## src/rtl/cargador_pkg.sv

```systemverilog
`default_nettype none
// +--------------------------------------------------------------------------+
// | Package   : cargador_pkg                                                 |
// | Purpose   : Shared types and constants for the boot-time program loader. |
// |             Holds the loader state encoding, stream framing sizes and    |
// |             the word-count width.                                        |
// | Revision  : 1.0 - initial release                                        |
// +--------------------------------------------------------------------------+
package cargador_pkg;

  // Bytes per instruction word and per word-count header.
  localparam int unsigned WORD_BYTES = 4;
  localparam int unsigned HDR_BYTES  = 2;

  // Header width follows from the header byte count (16 bits).
  localparam int unsigned COUNT_W = HDR_BYTES * 8;
  localparam int unsigned WORD_W  = WORD_BYTES * 8;

  typedef enum logic [2:0] {
    ST_IDLE   = 3'd0,
    ST_HDR_HI = 3'd1,
    ST_HDR_LO = 3'd2,
    ST_DATA   = 3'd3,
    ST_WRITE  = 3'd4,
    ST_DONE   = 3'd5,
    ST_ERROR  = 3'd6
  } state_e;

endpackage : cargador_pkg
`default_nettype wire

```

## src/rtl/cargador_programa_ensamblador_palabra.sv

```systemverilog
`default_nettype none
// +--------------------------------------------------------------------------+
// | Module    : ensamblador_palabra                                          |
// | Purpose   : 8->32 MSB-first shift register with a 2-bit byte counter.    |
// |             The first byte shifted in ends up in bits 31:24.             |
// | Ports     : CLK, RST_N   clock, async active-low reset                   |
// |             shift_en     shift byte_in into the word                     |
// |             clear        zero the word and the byte counter (priority)   |
// |             byte_in      incoming stream byte                            |
// |             word         assembled word (registered)                     |
// |             full         three bytes held: the next shift completes it   |
// | Revision  : 1.0 - initial release                                        |
// +--------------------------------------------------------------------------+
module ensamblador_palabra
  import cargador_pkg::*;
(
  input  logic              CLK,
  input  logic              RST_N,
  input  logic              shift_en,
  input  logic              clear,
  input  logic [7:0]        byte_in,
  output logic [WORD_W-1:0] word,
  output logic              full
);

  logic [WORD_W-1:0] word_q, word_d;
  logic [1:0]        cnt_q, cnt_d;

  always_comb begin
    word_d = word_q;
    cnt_d  = cnt_q;
    if (clear) begin
      word_d = '0;
      cnt_d  = '0;
    end else if (shift_en) begin
      word_d = {word_q[WORD_W-9:0], byte_in};
      // Wraps 3 -> 0 on the completing byte, ready for the next word.
      cnt_d  = cnt_q + 2'd1;
    end
  end

  always_ff @(posedge CLK or negedge RST_N) begin
    if (!RST_N) begin
      word_q <= '0;
      cnt_q  <= '0;
    end else begin
      word_q <= word_d;
      cnt_q  <= cnt_d;
    end
  end

  assign word = word_q;
  // Asserted while the last byte of the word is pending, so the FSM can
  // move to WRITE on the same edge that accepts that byte.
  assign full = (cnt_q == 2'(WORD_BYTES - 1));

endmodule : ensamblador_palabra
`default_nettype wire

```

## src/rtl/cargador_programa.sv

```systemverilog
`default_nettype none
// +--------------------------------------------------------------------------+
// | Module    : cargador_programa                                            |
// | Purpose   : Boot-time program loader. Receives a 16-bit big-endian word  |
// |             count followed by 32-bit big-endian words over a byte        |
// |             valid/ready stream and writes them to consecutive word       |
// |             addresses of instruction memory, holding the CPU meanwhile.  |
// | Ports     : CLK, RST_N          clock, async active-low reset            |
// |             start               begin a load (IDLE/DONE/ERROR only)      |
// |             in_byte/in_valid    stream byte and its valid                |
// |             in_ready            byte accepted when in_valid && in_ready  |
// |             mem_we/addr/wdata   instruction-memory write port            |
// |             cpu_hold            stall the datapath                       |
// |             done / err          load complete / header rejected          |
// |             words_loaded        words written in current or last load    |
// | Revision  : 1.0 - initial release                                        |
// +--------------------------------------------------------------------------+
module cargador_programa
  import cargador_pkg::*;
#(
  parameter logic [31:0] BASE_ADDR = 32'h0000_0000,
  parameter int unsigned MAX_WORDS = 256
) (
  input  logic               CLK,
  input  logic               RST_N,
  input  logic               start,
  input  logic [7:0]         in_byte,
  input  logic               in_valid,
  output logic               in_ready,
  output logic               mem_we,
  output logic [31:0]        mem_addr,
  output logic [WORD_W-1:0]  mem_wdata,
  output logic               cpu_hold,
  output logic               done,
  output logic               err,
  output logic [COUNT_W-1:0] words_loaded
);

  state_e             state_q, state_d;
  logic [COUNT_W-1:0] count_q, count_d;
  logic [COUNT_W-1:0] words_q, words_d;
  logic [31:0]        addr_q, addr_d;
  logic               in_ready_q, in_ready_d;
  logic               mem_we_q, mem_we_d;
  logic               cpu_hold_q, cpu_hold_d;
  logic               done_q, done_d;
  logic               err_q, err_d;

  logic               accept;
  logic               asm_clear;
  logic               asm_full;
  logic [COUNT_W-1:0] hdr_count;
  logic [COUNT_W-1:0] words_next;

  // in_ready is a registered decode of the state, so the handshake never
  // depends combinationally on in_valid.
  assign accept     = in_valid && in_ready_q;
  assign hdr_count  = {count_q[COUNT_W-9:0], in_byte};
  assign words_next = words_q + 1'b1;

  ensamblador_palabra u_ensamblador (
    .CLK      (CLK),
    .RST_N    (RST_N),
    .shift_en (accept && (state_q == ST_DATA)),
    .clear    (asm_clear),
    .byte_in  (in_byte),
    .word     (mem_wdata),
    .full     (asm_full)
  );

  // State and datapath registers.
  always_ff @(posedge CLK or negedge RST_N) begin
    if (!RST_N) begin
      state_q <= ST_IDLE;
      count_q <= '0;
      words_q <= '0;
      addr_q  <= BASE_ADDR;
    end else begin
      state_q <= state_d;
      count_q <= count_d;
      words_q <= words_d;
      addr_q  <= addr_d;
    end
  end

  // Next-state and datapath update.
  always_comb begin
    state_d   = state_q;
    count_d   = count_q;
    words_d   = words_q;
    addr_d    = addr_q;
    asm_clear = 1'b0;
    case (state_q)
      ST_IDLE, ST_DONE, ST_ERROR: begin
        if (start) begin
          state_d   = ST_HDR_HI;
          count_d   = '0;
          words_d   = '0;
          addr_d    = BASE_ADDR;
          asm_clear = 1'b1;
        end
      end
      ST_HDR_HI: begin
        if (accept) begin
          count_d = hdr_count;
          state_d = ST_HDR_LO;
        end
      end
      ST_HDR_LO: begin
        if (accept) begin
          count_d = hdr_count;
          if ((hdr_count == '0) || (hdr_count > COUNT_W'(MAX_WORDS))) begin
            state_d = ST_ERROR;
          end else begin
            state_d = ST_DATA;
          end
        end
      end
      ST_DATA: begin
        if (accept && asm_full) begin
          state_d = ST_WRITE;
        end
      end
      ST_WRITE: begin
        words_d = words_next;
        addr_d  = addr_q + 32'(WORD_BYTES);
        state_d = (words_next == count_q) ? ST_DONE : ST_DATA;
      end
      default: state_d = ST_IDLE;
    endcase
  end

  // Outputs decoded from the next state so they are registered yet aligned
  // with the state they describe.
  always_comb begin
    in_ready_d = (state_d == ST_HDR_HI) || (state_d == ST_HDR_LO) ||
                 (state_d == ST_DATA);
    mem_we_d   = (state_d == ST_WRITE);
    // ERROR keeps the hold: a partial or absent program must not run.
    cpu_hold_d = (state_d != ST_IDLE) && (state_d != ST_DONE);
    done_d     = (state_d == ST_DONE);
    err_d      = (state_d == ST_ERROR);
  end

  always_ff @(posedge CLK or negedge RST_N) begin
    if (!RST_N) begin
      in_ready_q <= 1'b0;
      mem_we_q   <= 1'b0;
      cpu_hold_q <= 1'b0;
      done_q     <= 1'b0;
      err_q      <= 1'b0;
    end else begin
      in_ready_q <= in_ready_d;
      mem_we_q   <= mem_we_d;
      cpu_hold_q <= cpu_hold_d;
      done_q     <= done_d;
      err_q      <= err_d;
    end
  end

  assign in_ready     = in_ready_q;
  assign mem_we       = mem_we_q;
  assign mem_addr     = addr_q;
  assign cpu_hold     = cpu_hold_q;
  assign done         = done_q;
  assign err          = err_q;
  assign words_loaded = words_q;

endmodule : cargador_programa
`default_nettype wire

```

## config.mk

```make
export PLATFORM = sky130hd
export DESIGN_NAME = cargador_programa
export DESIGN_NICKNAME = d
export VERILOG_FILES = /design/src/rtl/cargador_pkg.sv /design/src/rtl/cargador_programa_ensamblador_palabra.sv /design/src/rtl/cargador_programa.sv
export SDC_FILE = /design/constraint.sdc
export NUM_CORES = 1
export LEC_CHECK = 0
export ABC_CLOCK_PERIOD_IN_PS = 1770
export BUFFER_PORTS_ARGS = -buffer_cell sky130_fd_sc_hd__buf_2
export CAP_MARGIN = 30
export CORE_MARGIN = 1.5
export CORE_UTILIZATION = 30
export DETAILED_ROUTE_END_ITERATION = 8
export GPL_TIMING_DRIVEN = 0
export HOLD_SLACK_MARGIN = 0.12
export PLACE_DENSITY = 0.59
export SYNTH_ARGS = -nofsm -noshare
export SYNTH_HDL_FRONTEND = slang
export SYNTH_SLANG_ARGS = --single-unit
```

## constraint.sdc

```tcl
create_clock -name CLK -period 1.77 [get_ports CLK]
set_input_delay 0.0885 -clock CLK [delete_from_list [all_inputs] [get_ports CLK]]
set_output_delay 0.0885 -clock CLK [all_outputs]
set_load 0.02 [all_outputs]
```

==> key figures <==
Status
  – Status: finished with violations
  – Violated checks: negative setup slack

Routing
  – Average wire length per cell after detail routing: 16.1 um
  – Post-detailed-route DRC marker count: 0
  – Count of nets left with antenna violations after detail routing: 0
  – Count of vias placed by the detailed router: 4996
  – Iteration-0 DRC count of the detailed router: 322
  – Routed wire length: 15800 um
  – Routed via count divided by cell count: 5.08
  – Router iterations before antenna repair: 5

Setup path
  – Category of the critical setup timing path: flip-flop to flip-flop
  – Data arrival, critical path: 2.38 ns
  – Maximum single-stage delay on the critical path: 0.45 ns
  – Buffering stage count on the worst path with inverters included: 0
  – Critical path capture point type: flip-flop
  – Master of the slowest instance on the critical path: dfrtp_2
  – Data required time of the worst path: 2.07 ns
  – Cell family with the largest share of critical-path delay: simple AND/OR/NAND/NOR gates
  – Critical-path cell list: ha_4 > nand3_4 > or3_1 > a21oi_1 > nand4_1 > nor4_4 > or2_1
  – Worst setup SP type: flip-flop
  – Maximum fanout along the worst path: 6

GRT
  – Total congestion overflow: 0
  – Number of global-route vias before repair: 4649
  – Number of antenna violations at the first check in global routing: 0
  – Layer with the highest usage: met2
  – Global routing met1 resource utilization: 0.230
  – Maximum number of pins on one net before global-route repair: 63
  – GRT Resource Usage Total: 0.173
  – Met2 usage in global routing: 0.278
  – Wire length of the first global-routing pass: 24600 um
  – Global routing usage on met3: 0.0400

Clocking
  – TritonCTS clock tree: yes
  – Number of buffers created by CTS: 9
  – Later-pin clock latency in the skew report: 0.36 ns
  – Maximum root-to-sink buffer count: 2
  – TritonCTS sink count: 104
  – H-tree levels: 3
  – Clock-pin transition on the worst setup and hold timing paths: 0.08 ns
  – Root buffer cell: clkbuf_16

Power
  – Internal power contribution: 0.00547 W
  – Share of total power in sequential cells: 0.364
  – Total Power: 0.00922 W
  – Combinational cell fraction of total power: 0.400
  – Cell area power density: 1270 nW/um^2
  – Cell leakage power: 3.48 nW
  – Clock network fraction of design power: 0.237
  – Peak supply drop: 640 uV
  – Power dissipated by switching net loads: 0.00375 W
  – Switching part of the total: 0.406

Synthesis
  – Most instantiated library cell after synthesis: nand2_1
  – Commonest cells in the synthesized netlist: 134 x nand2_1, 104 x dfrtp_1, 48 x a21oi_1
  – Post-synthesis average cell area: 8.85 sq um
  – Total standard cell area after synthesis: 5240 sq um
  – Area share of fa/ha/maj cells after synthesis: 0.00908
  – Dominant register cell in the synthesized netlist: dfrtp_1
  – Largest family of logic cells by synthesized area: simple AND/OR/NAND/NOR gates
  – Leading cell types by total area after synthesis: dfrtp_1 50%, nand2_1 9.6%, a21oi_1 4.6%
  – Portion of netlist area occupied by mux cells: 0.0115
  – Number of synthesized register bits: 104
  – Xor/xnor share of the synthesized area: 0.0451
  – Sequential-to-total area share from yosys stat: 0.497
  – Post-synthesis compound-gate area fraction: 0.142
  – Count of distinct cell types in the synthesized netlist: 51
  – Area share of and/or/nand/nor cells after synthesis: 0.261
  – Total of warnings raised by yosys: 0
  – Synth async-reset ratio: 1.00
  – Area share of the largest cell type after synthesis: 0.497
  – Number of standard cells after synthesis: 592
  – Cell taking the most area after synthesis: dfrtp_1
  – Number of flops mapped to enable cells by yosys: 0

Placed design
  – Placement Setup Slack: -0.463 ns
  – Count of port buffers added during placement: 94
  – Number of cells after detailed placement: 913
  – Routability cong.: 0.828
  – Detail Placement HPWL: 10500 um

Timing
  – Final-report max-slew violation count: 0
  – Final WS setup: -0.312 ns
  – Transition time at the pin with the least slew margin: 0.611 ns
  – Minimum clock period after layout: 2.08 ns
  – Part of the cycle the worst path needs: 1.18
  – Fin. Hold Viols: 0
  – Setup repair after global routing missed its margin: true
  – Setup Viol. Count Final: 26
  – Worst clock skew: 0.00761 ns
  – Max-Slew Margin vs Limit: 0.593
  – Highest achievable clock rate: 480 MHz
  – Setup TNS: -2.16 ns

Floorplan
  – Die W: 135 um
  – Y dimension of the die: 135 um
  – Number of top-level design ports: 97
  – Die ar.: 18300 sq um
  – Initial standard-cell utilization of the core: 0.305
  – Core area: 17200 sq um
  – Number of standard-cell rows in the floorplan: 48

Layout
  – Number of diodes added for antenna fixing: 0
  – Layout Area Growth over Synthesis: 38.5%
  – Final cell count without fillers: 983
  – Fraction of final layout cells sized beyond drive strength 1: 0.355
  – Number of nets at the end of the flow: 768
  – Final core utilization: 0.422

Worst hold path
  – Hold crit path type: input pin to flip-flop

Run
  – Total of max-cap violations: 0
==> final timing paths <==
path	from	endpoint	slack, ns	depth (start not counted)
setup / recovery	words_loaded[1]	done	-0.31	7
hold / removal	in_valid	state_q[1]	0.25	5
setup reg to reg	words_loaded[1]	done	-0.31	7
hold reg to reg	mem_addr[31]	mem_addr[31]	0.51	1
max in group asynchronous	RST_N	words_loaded[13]	0.73	3
min in group asynchronous	RST_N	mem_addr[12]	0.29	2
==> tightest hold or removal path: stages <==
cell and delay [ns]:
buf_2 0.11, nand3_1 0.08, nand2_1 0.05, o211ai_1 0.14, a21oi_1 0.09
==> cells in the final DEF, fill, tap and decap left out, drive strengths merged, types with 4 or more instances in the layout <==
master / instances
mux2i: 6
nand4: 13
dfrtp: 104
o31ai: 8
o211ai: 5
or4: 6
nor3: 12
a21oi: 48
o21ai: 51
clkbuf: 28
xor2: 13
nor2: 27
a31oi: 5
inv: 7
o41ai: 5
dlygate4sd3: 10
and2: 4
nand3: 46
and3: 7
or3: 4
nand2: 134
xnor2: 14
buf: 157
and4: 5
nor4: 7
==> registers in the layout (all words and copies together) (netlist names) <==
| signal | cells |
|---|---|
| words_loaded | 16 |
| err | 1 |
| mem_addr | 30 |
| done | 1 |
| state_q | 3 |
| in_ready | 1 |
| cpu_hold | 1 |
| mem_we | 1 |
| count_q | 16 |
| u_ensamblador.word | 32 |
| u_ensamblador.cnt_q | 2 |
==> stage by stage <==
stage          hold WS (ns)  cell area (sq um)
2_1_floorplan        -0.207               5320
3_3_place_gp          0.314               6070
3_5_place_dp          0.151               6100
4_1_cts               0.218               6850
5_1_grt               0.264               7250
6_report              0.249               7250
==> cell families (layout without fill, tap and decap cells) <==
kind of cell / after synthesis / after routing
AND/OR/NAND/NOR: 277 / 277
AO/OA/AOI/OAI: 131 / 131
flip-flops: 104 / 104
buffers and inverters: 42 / 207
XOR/XNOR: 27 / 27
multiplexers: 6 / 6
adder cells (fa/ha/maj): 4 / 4
other: 1 / 2
==> metal layers <==
layer	up-vias	wire length (um)
met5	-	0
met4	0	199
met3	14	738
met2	110	7700
met1	2452	7190
li1	2420	-
==> power by group through the flow <==
stage	clock [W]	sequential [W]	combinational, W
3_3_place_gp	0	0.00337	0.00298
4_1_cts	0.00224	0.00332	0.00333
5_1_grt	0.00233	0.00343	0.00404
3_5_place_dp	0	0.00338	0.00301
6_report	0.00218	0.00335	0.00368
2_1_floorplan	0	0.00357	0.00176
==> cell type report <==
type                            instances  area (sq um)
Sequential cell                       104          2640
Inverter                                5          22.5
Timing Repair Buffer                  153          1010
Buffer                                 33           226
Multi-Input combinational cell        447          2760
Fill cell                            1750          9920
Clock inverter                          7          98.8
Clock buffer                            9           225
Tap cell                              225           282
==> timing repair <==
| item | 4_1_cts | 5_1_grt |
|---|---|---|
| pin swaps | 15 | 32 |
| hold endpoints to repair | 59 | 0 |
| hold buffers | 10 | 0 |
| buffers inserted | 23 | 26 |
| resized for setup | 53 | 58 |
| setup endpoints to repair | 95 | 86 |
| gates cloned | 0 | 1 |
No activity file was read; power rests on OpenSTA's default activity.
